$ cat src/rtl/ctlr_pkg.sv
// Shared definitions for the controller scanner.
//   - CTLR_ADDR_P1 / CTLR_ADDR_P2: CPU addresses of the two controller registers.
//   - scan_state_e: states of the serial scan sequencer.
//   - cnt_w(): counter width for a count of n cycles (never below 1 bit).
package ctlr_pkg;

  localparam logic [15:0] CTLR_ADDR_P1 = 16'h4016;
  localparam logic [15:0] CTLR_ADDR_P2 = 16'h4017;

  typedef enum logic [2:0] {
    StIdle,
    StLatch,
    StPulseLo,
    StPulseHi,
    StCommit,
    StWait
  } scan_state_e;

  function automatic int unsigned cnt_w(input int unsigned n);
    return (n < 2) ? 1 : int'($clog2(n));
  endfunction

endpackage

$ cat src/rtl/ctlr_port_shift.sv
// Per-port button storage.
//   clk_i, rst_ni   : clock, asynchronous active-low reset
//   en_i            : cycle enable; nothing changes while low
//   sample_i        : write sample_bit_i into shadow bit sample_idx_i
//   commit_i        : copy shadow into snapshot
//   reload_i        : load CPU shift register (from shadow when commit_i coincides)
//   shift_i         : shift CPU register one place, filling with 1
//   strobe_i        : CPU strobe level; while high the head reads snapshot bit 0
//   head_o          : bit presented to the CPU on the next read
module ctlr_port_shift
  import ctlr_pkg::*;
#(
  parameter int unsigned BITS = 8,
  parameter int unsigned IdxW = cnt_w(BITS)
) (
  input  logic            clk_i,
  input  logic            rst_ni,
  input  logic            en_i,
  input  logic            sample_i,
  input  logic [IdxW-1:0] sample_idx_i,
  input  logic            sample_bit_i,
  input  logic            commit_i,
  input  logic            reload_i,
  input  logic            shift_i,
  input  logic            strobe_i,
  output logic            head_o
);

  logic [BITS-1:0] shadow_q, shadow_d;
  logic [BITS-1:0] snap_q, snap_d;
  logic [BITS-1:0] sr_q, sr_d;

  always_comb begin
    shadow_d = shadow_q;
    snap_d   = snap_q;
    sr_d     = sr_q;
    if (sample_i) shadow_d[sample_idx_i] = sample_bit_i;
    if (commit_i) snap_d = shadow_q;
    // A reload on the commit cycle must see the freshly committed data.
    if (reload_i)     sr_d = commit_i ? shadow_q : snap_q;
    else if (shift_i) sr_d = {1'b1, sr_q[BITS-1:1]};
  end

  always_ff @(posedge clk_i or negedge rst_ni) begin
    if (!rst_ni) begin
      shadow_q <= '0;
      snap_q   <= '0;
      sr_q     <= '0;
    end else if (en_i) begin
      shadow_q <= shadow_d;
      snap_q   <= snap_d;
      sr_q     <= sr_d;
    end
  end

  // The register only catches up with a newly raised strobe one cycle later.
  assign head_o = strobe_i ? snap_q[0] : sr_q[0];

endmodule

$ cat src/rtl/ctlr_scanner.sv
// Serial game-controller scanner with a CPU-visible latch/shift register interface.
//   clock, reset_n   : system clock, asynchronous active-low reset
//   clock_en         : CPU cycle enable; all state advances only when high
//   addr, r_en       : CPU bus address, 1 = read / 0 = write
//   w_data           : CPU write data (bit 0 is the strobe)
//   ctlr_data        : serial button data per port, active-low
//   ctlr_pulse       : per-port shift clock, idle high
//   ctlr_latch       : shared latch strobe, idle low
//   button_data_rd   : registered CPU read data
//   scan_valid       : high once a full scan has committed
module ctlr_scanner
  import ctlr_pkg::*;
#(
  parameter int unsigned NUM_PORTS   = 2,
  parameter int unsigned BITS        = 8,
  parameter int unsigned LATCH_CYC   = 12,
  parameter int unsigned PULSE_CYC   = 6,
  parameter int unsigned SCAN_PERIOD = 29780
) (
  input  logic                 clock,
  input  logic                 reset_n,
  input  logic                 clock_en,
  input  logic [15:0]          addr,
  input  logic                 r_en,
  input  logic [7:0]           w_data,
  input  logic [NUM_PORTS-1:0] ctlr_data,
  output logic [NUM_PORTS-1:0] ctlr_pulse,
  output logic                 ctlr_latch,
  output logic [7:0]           button_data_rd,
  output logic                 scan_valid
);

  localparam int unsigned LatW = cnt_w(LATCH_CYC);
  localparam int unsigned PulW = cnt_w(PULSE_CYC);
  localparam int unsigned BitW = cnt_w(BITS);
  localparam int unsigned PerW = cnt_w(SCAN_PERIOD);

  if (SCAN_PERIOD < LATCH_CYC + 2 * PULSE_CYC * (BITS - 1) + 2) begin : g_bad_period
    $error("SCAN_PERIOD too short for one complete scan");
  end
  if (NUM_PORTS < 1 || NUM_PORTS > 4) begin : g_bad_ports
    $error("NUM_PORTS must be 1..4");
  end
  if (BITS != 8 && BITS != 16) begin : g_bad_bits
    $error("BITS must be 8 or 16");
  end

  // Scan sequencer
  scan_state_e     state_q, state_d;
  logic [LatW-1:0] lat_cnt_q, lat_cnt_d;
  logic [PulW-1:0] pul_cnt_q, pul_cnt_d;
  logic [BitW-1:0] bit_q, bit_d;
  logic [PerW-1:0] per_q, per_d;
  logic            valid_q, valid_d;
  logic            sample, commit;
  logic [BitW-1:0] sample_idx;

  always_comb begin
    state_d    = state_q;
    lat_cnt_d  = lat_cnt_q;
    pul_cnt_d  = pul_cnt_q;
    bit_d      = bit_q;
    per_d      = per_q + 1'b1;
    valid_d    = valid_q;
    sample     = 1'b0;
    sample_idx = bit_q;
    commit     = 1'b0;
    unique case (state_q)
      StIdle: begin
        state_d   = StLatch;
        lat_cnt_d = '0;
        per_d     = '0;
      end
      StLatch: begin
        if (lat_cnt_q == LatW'(LATCH_CYC - 1)) begin
          state_d    = StPulseLo;
          pul_cnt_d  = '0;
          sample     = 1'b1;
          sample_idx = '0;
          bit_d      = BitW'(1);
        end else begin
          lat_cnt_d = lat_cnt_q + 1'b1;
        end
      end
      StPulseLo: begin
        if (pul_cnt_q == PulW'(PULSE_CYC - 1)) begin
          state_d   = StPulseHi;
          pul_cnt_d = '0;
          sample    = 1'b1;
        end else begin
          pul_cnt_d = pul_cnt_q + 1'b1;
        end
      end
      StPulseHi: begin
        if (pul_cnt_q == PulW'(PULSE_CYC - 1)) begin
          pul_cnt_d = '0;
          if (bit_q == BitW'(BITS - 1)) begin
            state_d = StCommit;
          end else begin
            state_d = StPulseLo;
            bit_d   = bit_q + 1'b1;
          end
        end else begin
          pul_cnt_d = pul_cnt_q + 1'b1;
        end
      end
      StCommit: begin
        commit  = 1'b1;
        valid_d = 1'b1;
        state_d = StWait;
      end
      StWait: begin
        // per_q counts enabled cycles since the current scan entered LATCH.
        if (per_q == PerW'(SCAN_PERIOD - 1)) begin
          state_d   = StLatch;
          lat_cnt_d = '0;
          per_d     = '0;
        end
      end
      default: state_d = StIdle;
    endcase
  end

  // CPU interface
  logic                 strobe_q, strobe_d;
  logic [7:0]           rd_q, rd_d;
  logic                 wr_strobe, rd_hit;
  logic [NUM_PORTS-1:0] head;
  logic [3:0]           head_pad;
  logic                 unused_wdata;

  assign unused_wdata = ^w_data[7:1];
  assign wr_strobe    = clock_en && !r_en && (addr == CTLR_ADDR_P1);
  assign rd_hit       = clock_en && r_en && ((addr == CTLR_ADDR_P1) || (addr == CTLR_ADDR_P2));
  assign head_pad     = 4'(head);

  always_comb begin
    strobe_d = wr_strobe ? w_data[0] : strobe_q;
    rd_d     = rd_q;
    // Even ports sit on 4016, odd ports on 4017; port k drives bit k/2.
    if (rd_hit) rd_d = addr[0] ? {6'b0, head_pad[3], head_pad[1]}
                               : {6'b0, head_pad[2], head_pad[0]};
  end

  always_ff @(posedge clock or negedge reset_n) begin
    if (!reset_n) begin
      state_q   <= StIdle;
      lat_cnt_q <= '0;
      pul_cnt_q <= '0;
      bit_q     <= '0;
      per_q     <= '0;
      valid_q   <= 1'b0;
      strobe_q  <= 1'b0;
      rd_q      <= '0;
    end else if (clock_en) begin
      state_q   <= state_d;
      lat_cnt_q <= lat_cnt_d;
      pul_cnt_q <= pul_cnt_d;
      bit_q     <= bit_d;
      per_q     <= per_d;
      valid_q   <= valid_d;
      strobe_q  <= strobe_d;
      rd_q      <= rd_d;
    end
  end

  for (genvar k = 0; k < NUM_PORTS; k++) begin : g_port
    localparam logic PortOdd = 1'(k % 2);
    ctlr_port_shift #(
      .BITS (BITS)
    ) u_port (
      .clk_i        (clock),
      .rst_ni       (reset_n),
      .en_i         (clock_en),
      .sample_i     (sample),
      .sample_idx_i (sample_idx),
      .sample_bit_i (~ctlr_data[k]),
      .commit_i     (commit),
      .reload_i     (strobe_q),
      .shift_i      (rd_hit && (addr[0] == PortOdd)),
      .strobe_i     (strobe_q),
      .head_o       (head[k])
    );
  end

  assign ctlr_latch     = (state_q == StLatch);
  assign ctlr_pulse     = (state_q == StPulseLo) ? '0 : '1;
  assign button_data_rd = rd_q;
  assign scan_valid     = valid_q;

endmodule

$ cat config.mk
export PLATFORM = sky130hd
export DESIGN_NAME = ctlr_scanner
export DESIGN_NICKNAME = d
export VERILOG_FILES = /design/src/rtl/ctlr_pkg.sv /design/src/rtl/ctlr_port_shift.sv /design/src/rtl/ctlr_scanner.sv
export SDC_FILE = /design/constraint.sdc
export NUM_CORES = 1
export LEC_CHECK = 0
export ABC_AREA = 1
export CORE_ASPECT_RATIO = 2
export CORE_MARGIN = 1.5
export CORE_UTILIZATION = 55
export DETAILED_ROUTE_END_ITERATION = 10
export DONT_BUFFER_PORTS = 1
export GPL_ROUTABILITY_DRIVEN = 0
export HOLD_SLACK_MARGIN = 0.1
export PLACE_DENSITY_LB_ADDON = 0.2
export SLEW_MARGIN = 20
export SYNTH_ARGS = -nofsm -noshare
export SYNTH_HDL_FRONTEND = slang
export SYNTH_SLANG_ARGS = --single-unit
$ cat constraint.sdc
create_clock -name clock -period 3.1 [get_ports clock]
set_input_delay 0.62 -clock clock [delete_from_list [all_inputs] [get_ports clock]]
set_output_delay 0.62 -clock clock [all_outputs]
set_load 0.03 [all_outputs]
==> results of run 1 <==
==> final timing paths <==
| kind | to | slack, ns | depth (start not counted) |
|---|---|---|---|
| max in group asynchronous | pul_cnt_q[0] | 2.60 | 1 |
| min in group clock | g_port[1].u_port.shadow_q[6] | 0.36 | 1 |
| worst max-delay path | ctlr_pulse[0] | 0.99 | 3 |
| worst max register to register | g_port[1].u_port.snap_q[5] | 1.23 | 5 |
| worst min-delay path | per_q[12] | 0.15 | 1 |
| worst min register to register | g_port[1].u_port.sr_q[5] | 0.47 | 2 |
==> layout make-up <==
| type | instances | share of cell area, % |
|---|---|---|
| Sequential cell | 79 | 43.11 |
| Multi-Input combinational cell | 392 | 42.48 |
| Clock buffer | 11 | 5.075 |
| Inverter | 49 | 4.038 |
| Tap cell | 94 | 2.565 |
| Clock inverter | 5 | 1.801 |
| Timing Repair Buffer | 3 | 0.9277 |
==> synth_stat cells (2+ instances only) <==
cell / number / area [um^2]
dfrtp_1: 79 / 1977
inv_1: 43 / 161.4
a21oi_1: 14 / 70.07
buf_4: 9 / 67.56
xor2_1: 9 / 78.83
buf_6: 2 / 22.52
nand2_1: 153 / 574.3
mux2_2: 10 / 112.6
nor3_1: 6 / 30.03
buf_1: 2 / 7.510
buf_2: 4 / 20.02
o21ai_1: 14 / 70.07
nor2_4: 4 / 45.04
inv_2: 4 / 15.01
clkbuf_1: 2 / 7.510
or2_2: 3 / 18.77
nand2_4: 2 / 22.52
a31oi_1: 9 / 56.30
nand3_1: 47 / 235.2
o211ai_1: 4 / 30.03
o21ai_0: 28 / 140.1
nor2_1: 57 / 214.0
nand4_1: 6 / 37.54
ha_1: 4 / 50.05
nand2_2: 6 / 37.54
mux2_1: 3 / 33.78
==> power by group <==
group,leakage [nW],switching (mW),internal (mW)
sequential,1.07,0.125,1.15
clock,0.154,0.409,0.706
combinational,0.982,0.416,0.179
total,2.21,0.949,2.04
==> cells by family (layout without fill, tap and decap cells) <==
group / after synthesis / count (layout) / share of synthesized area [%]
compound gates: 70 / 70 / 8.880
xor+xnor: 9 / 9 / 1.871
fa+ha+maj: 4 / 4 / 1.188
buf+inv: 68 / 68 / 7.365
flops: 79 / 79 / 46.93
mux: 14 / 14 / 3.713
other cells: 1 / 7 / 0.08901
simple gates: 288 / 288 / 29.97
==> per-stage QoR <==
stage | cell area [um^2] | cells
5_1_grt | 4586 | 633
6_report | 4586 | 633
4_1_cts | 4586 | 633
3_3_place_gp | 4243 | 616
2_1_floorplan | 4235 | 539
3_5_place_dp | 4243 | 616
==> sequential cells by signal, indices dropped and copies added, names as in the netlist <==
signal                  cells
bit_q                       3
state_q                     3
g_port.u_port.sr_q         16
strobe_q                    1
per_q                      15
pul_cnt_q                   3
g_port.u_port.snap_q       16
scan_valid                  1
button_data_rd              1
lat_cnt_q                   4
g_port.u_port.shadow_q     16
==> per-layer routing <==
metal | GRT usage, % | vias to the layer above | wire, um
li1 | - | 1721 | -
met1 | 29.01 | 1567 | 3831
met2 | 35.96 | 59 | 4067
met3 | 5.496 | 7 | 293
met4 | 8.636 | 0 | 155
met5 | 0 | - | 0
==> what timing repair did <==
item                                    CTS  global route
hold endpoints to repair                 79             0
hold buffers                              1             0
endpoints found under the setup margin    0             0
==> qor.yml, run 1 <==
place.port_buffers: 0
power.density_nw_per_um2: 651.0
first_iter_violations: 188
drv_cap: 0
h-tree-depth: 3
cts-resized-gates: 0
cp_slowest_cell: "dfrtp_1"
cp_num_buf_inv: 1
avgViaCountPerCell: 5.299
antenna_found_initial: 0
ys_seq_elements: 79
numCtsBuffers: 9
fill_cells: 678
clkTransAtPathRegs_ns: 0.05
leakage_nw: 2.209
worst_slack_ns: 0.9882
place_ws_ns: 1.103
worstSetupEndpointType: "output pin"
finalCritPeriodShare_pct: 68.12
arrival_ns: 1.49
max_stage_delay_ns: 0.46
diodes: 0
slew_headroom_pct: 62.84
crit_type: "reg2out"
grt_use_total_pct: 22.41
fp.dieH_um: 126.8
grt_pass1_wl_um: 14350
fmax_mhz: 473.5
clock_sinks: 79
core_area_um2: 7488
grt_pass1_vias: 3127
wl_per_cell_um: 13.19
whs_ns: 0.1527
clk_latency_ns: 0.34
ant_nets: 0
mostFrequentLayoutCells: "nand2_1, dfrtp_1, nor2_1, nand3_1, inv_1"
tns_ns: 0
synth_seq_area_share_pct: 46.93
synth_edf_count: 0
drive_gt1_share_pct: 9.276
power.total_mw: 2.985
crit_required_ns: 2.48
finalNetCount: 568
tritoncts: "yes"
postCtsSetupBuffers: 0
grt-ovfl-total: 0
yosys_warnings: 0
post-route-min-period_ns: 2.112
critPathTopFamily: "simple AND/OR/NAND/NOR gates"
ys_async_sr_fraction_pct: 100.0
finalHoldViolCount: 0
firstDrtPassIters: 4
slew_viol_final: 0
syn_to_final_growth_pct: 8.851
clk_path_buf_depth: 2
crit_chain: "inv_1, nor2_4, nand2_1"
multi_input_area_um2: 1948
hpwl_um: 5566
rsz0062_at_grt: "false"
r2r_start: "state_q[0]"
start_util_pct: 56.26
syn_area_um2: 4213
crit_path_start: "state_q[1]"
worstMarginPinSlew_ns: 0.5560
final_common_cell: "nand2_1"
dieArea_um2: 8225
die_w_um: 64.89
ios: 42
synthFlopType: "dfrtp_1"
setup-violations-final: 0
final_util_pct: 61.24
status: "finished, final reports clean"
syn_avg_cell_area_um2: 7.904
seq_area_um2: 1977
ir_drop_mv: 0.6333
startpoint_type: "register"
finClkSkew_ns: 0.006748
grt_max_degree: 80
hold_class: "in2async"
crit_fanout: 7
wl_um: 8347
dr_total_vias: 3354
rows: 45
ys_types: 35
clockRootBuffer: "clkbuf_16"
remaining_drc_errors: 0
synthCells: 533
(Power assumes the default switching activity.)
==> inputs of run 2 (changes only) <==
==> constraint.sdc (replaced) <==
create_clock -name clock -period 1.8 [get_ports clock]
set_input_delay 0.36 -clock clock [delete_from_list [all_inputs] [get_ports clock]]
set_output_delay 0.36 -clock clock [all_outputs]
set_load 0.03 [all_outputs]
==> run 2 against run 1 <==
The flow now finishes with violations (negative hold slack). Power grew 67%. Sequential cell count is the same. Core utilization is essentially flat. Wire length shrank 1.6%. Die area is the same. Sequential share of layout area is essentially flat. Via count shrank 0.36%. Worst hold slack lost 0.43 ns. Final area is essentially flat. Largest cell class unchanged.
==> qor.yml, run 2 (synthesis gave the netlist of run 1 again) <==
remaining_drc_errors: 0
fp.dieH_um: 126.8
finalHoldViolCount: 79
finalInstanceArea_um2: 4583
firstDrtPassIters: 4
numCtsBuffers: 9
wl_um: 8216
ir_drop_mv: 0.6967
die_w_um: 64.89
tns_ns: 0
power.density_nw_per_um2: 1086
place.port_buffers: 0
grt_use_total_pct: 21.60
first_iter_violations: 158
crit_fanout: 5
ant_nets: 0
arrival_ns: 1.34
worstSetupEndpointType: "output pin"
dieArea_um2: 8225
h-tree-depth: 3
switching_power_mw: 1.596
post-route-min-period_ns: 1.702
finalCritPeriodShare_pct: 94.55
wl_per_cell_um: 12.90
internal-power_mw: 3.383
seq_area_um2: 1977
top_regs: "g_port.u_port.shadow_q x16, g_port.u_port.snap_q x16, g_port.u_port.sr_q x16"
mostFrequentLayoutCells: "nand2_1, dfrtp_1, nor2_1, nand3_1, inv_1"
postCtsSetupBuffers: 0
antenna_found_initial: 0
slew_viol_final: 0
core_area_um2: 7488
start_util_pct: 56.26
final_common_cell: "nand2_1"
multi_input_area_um2: 1967
seqPwrFrac_pct: 44.1
ios: 42
fill_cells: 682
hold_class: "in2async"
finClkSkew_ns: 0.007093
grt_pass1_vias: 3117
crit_type: "reg2out"
p_comb_share_pct: 20.4
placed_area_um2: 4273
startpoint_type: "register"
diodes: 0
status: "finished, violations left"
rows: 45
grt_pass1_wl_um: 13720
clk_latency_ns: 0.34
dr_total_vias: 3342
syn_to_final_growth_pct: 8.791
whs_ns: -0.2809
leakage_nw: 2.196
grt-ovfl-total: 0
avgViaCountPerCell: 5.246
violations: "negative hold slack"
grt_max_degree: 80
drv_cap: 0
drive_gt1_share_pct: 10.50
tritoncts: "yes"
crit_required_ns: 1.44
clk_path_buf_depth: 2
clockRootBuffer: "clkbuf_16"
hpwl_um: 5691
fmax_mhz: 587.6
finalNetCount: 572
p_clk_share_pct: 35.5
swShare_pct: 32.05
clock_sinks: 79
setup-violations-final: 0
clkTransAtPathRegs_ns: 0.06
run 2: layout make-up:
type	count	share of cell area (%)
clock buffer	11	5.078
clock inverter	5	1.283
inverter	49	4.040
multi-input combinational	393	42.92
sequential	79	43.13
tap	94	2.566
timing repair buffer	6	0.9828
run 2: path summary, 6_finish.rpt:
path	endpoint	slack [ns]	start	cells after the start
worst max-delay path	ctlr_latch	0.1	state_q[2]	4
worst min-delay path	per_q[13]	-0.28	reset_n	0
worst max register to register	g_port[1].u_port.shadow_q[4]	0.17	lat_cnt_q[0]	10
worst min register to register	g_port[0].u_port.sr_q[2]	0.47	g_port[0].u_port.sr_q[2]	2
max in group asynchronous	g_port[0].u_port.sr_q[7]	1.97	reset_n	0
min in group clock	g_port[1].u_port.shadow_q[5]	0.11	ctlr_data[1]	1
run 2: metal layers:
layer | global-route usage (%) | vias up | wire length (um)
li1 | - | 1723 | -
met1 | 27.49 | 1543 | 3817
met2 | 34.38 | 58 | 3885
met3 | 3.901 | 18 | 281
met4 | 11.89 | 0 | 231
met5 | 0 | - | 0
run 2: metrics by stage:
stage	setup WS (ns)	hold WS, ns	util (%)	std cells	total power, mW
global route	-0.005467	-0.2930	61.20	637	5.259
CTS	0.09141	-0.2920	60.99	636	4.999
floorplan	0.2322	0.06441	-	539	3.022
finish	0.09814	-0.2809	61.20	637	4.978
detailed placement	0.09777	0.06597	57.06	620	3.205
global placement	0.1514	0.06594	57.06	620	3.181
run 2: worst max-delay path, stage by stage, from the launching register on:
cell and delay, ns:
dfrtp_1 0.46, inv_2 0.12, nand2_4 0.06, nor2_4 0.13, buf_4 0.24
run 2: power groups by stage:
stage	combinational, mW	clock, mW	sequential, mW
finish	1.02	1.77	2.19
global route	1.17	1.86	2.22
CTS	0.994	1.81	2.19
detailed placement	0.986	0	2.22
global placement	0.967	0	2.21
floorplan	0.860	0	2.16
run 2: repair_timing:
action / 4_1_cts / 5_1_grt
gates cloned: 0 / 1
resized for setup: 1 / 3
hold endpoints to repair: 79 / 79
pin swaps: 0 / 1
setup endpoints to repair: 2 / 23
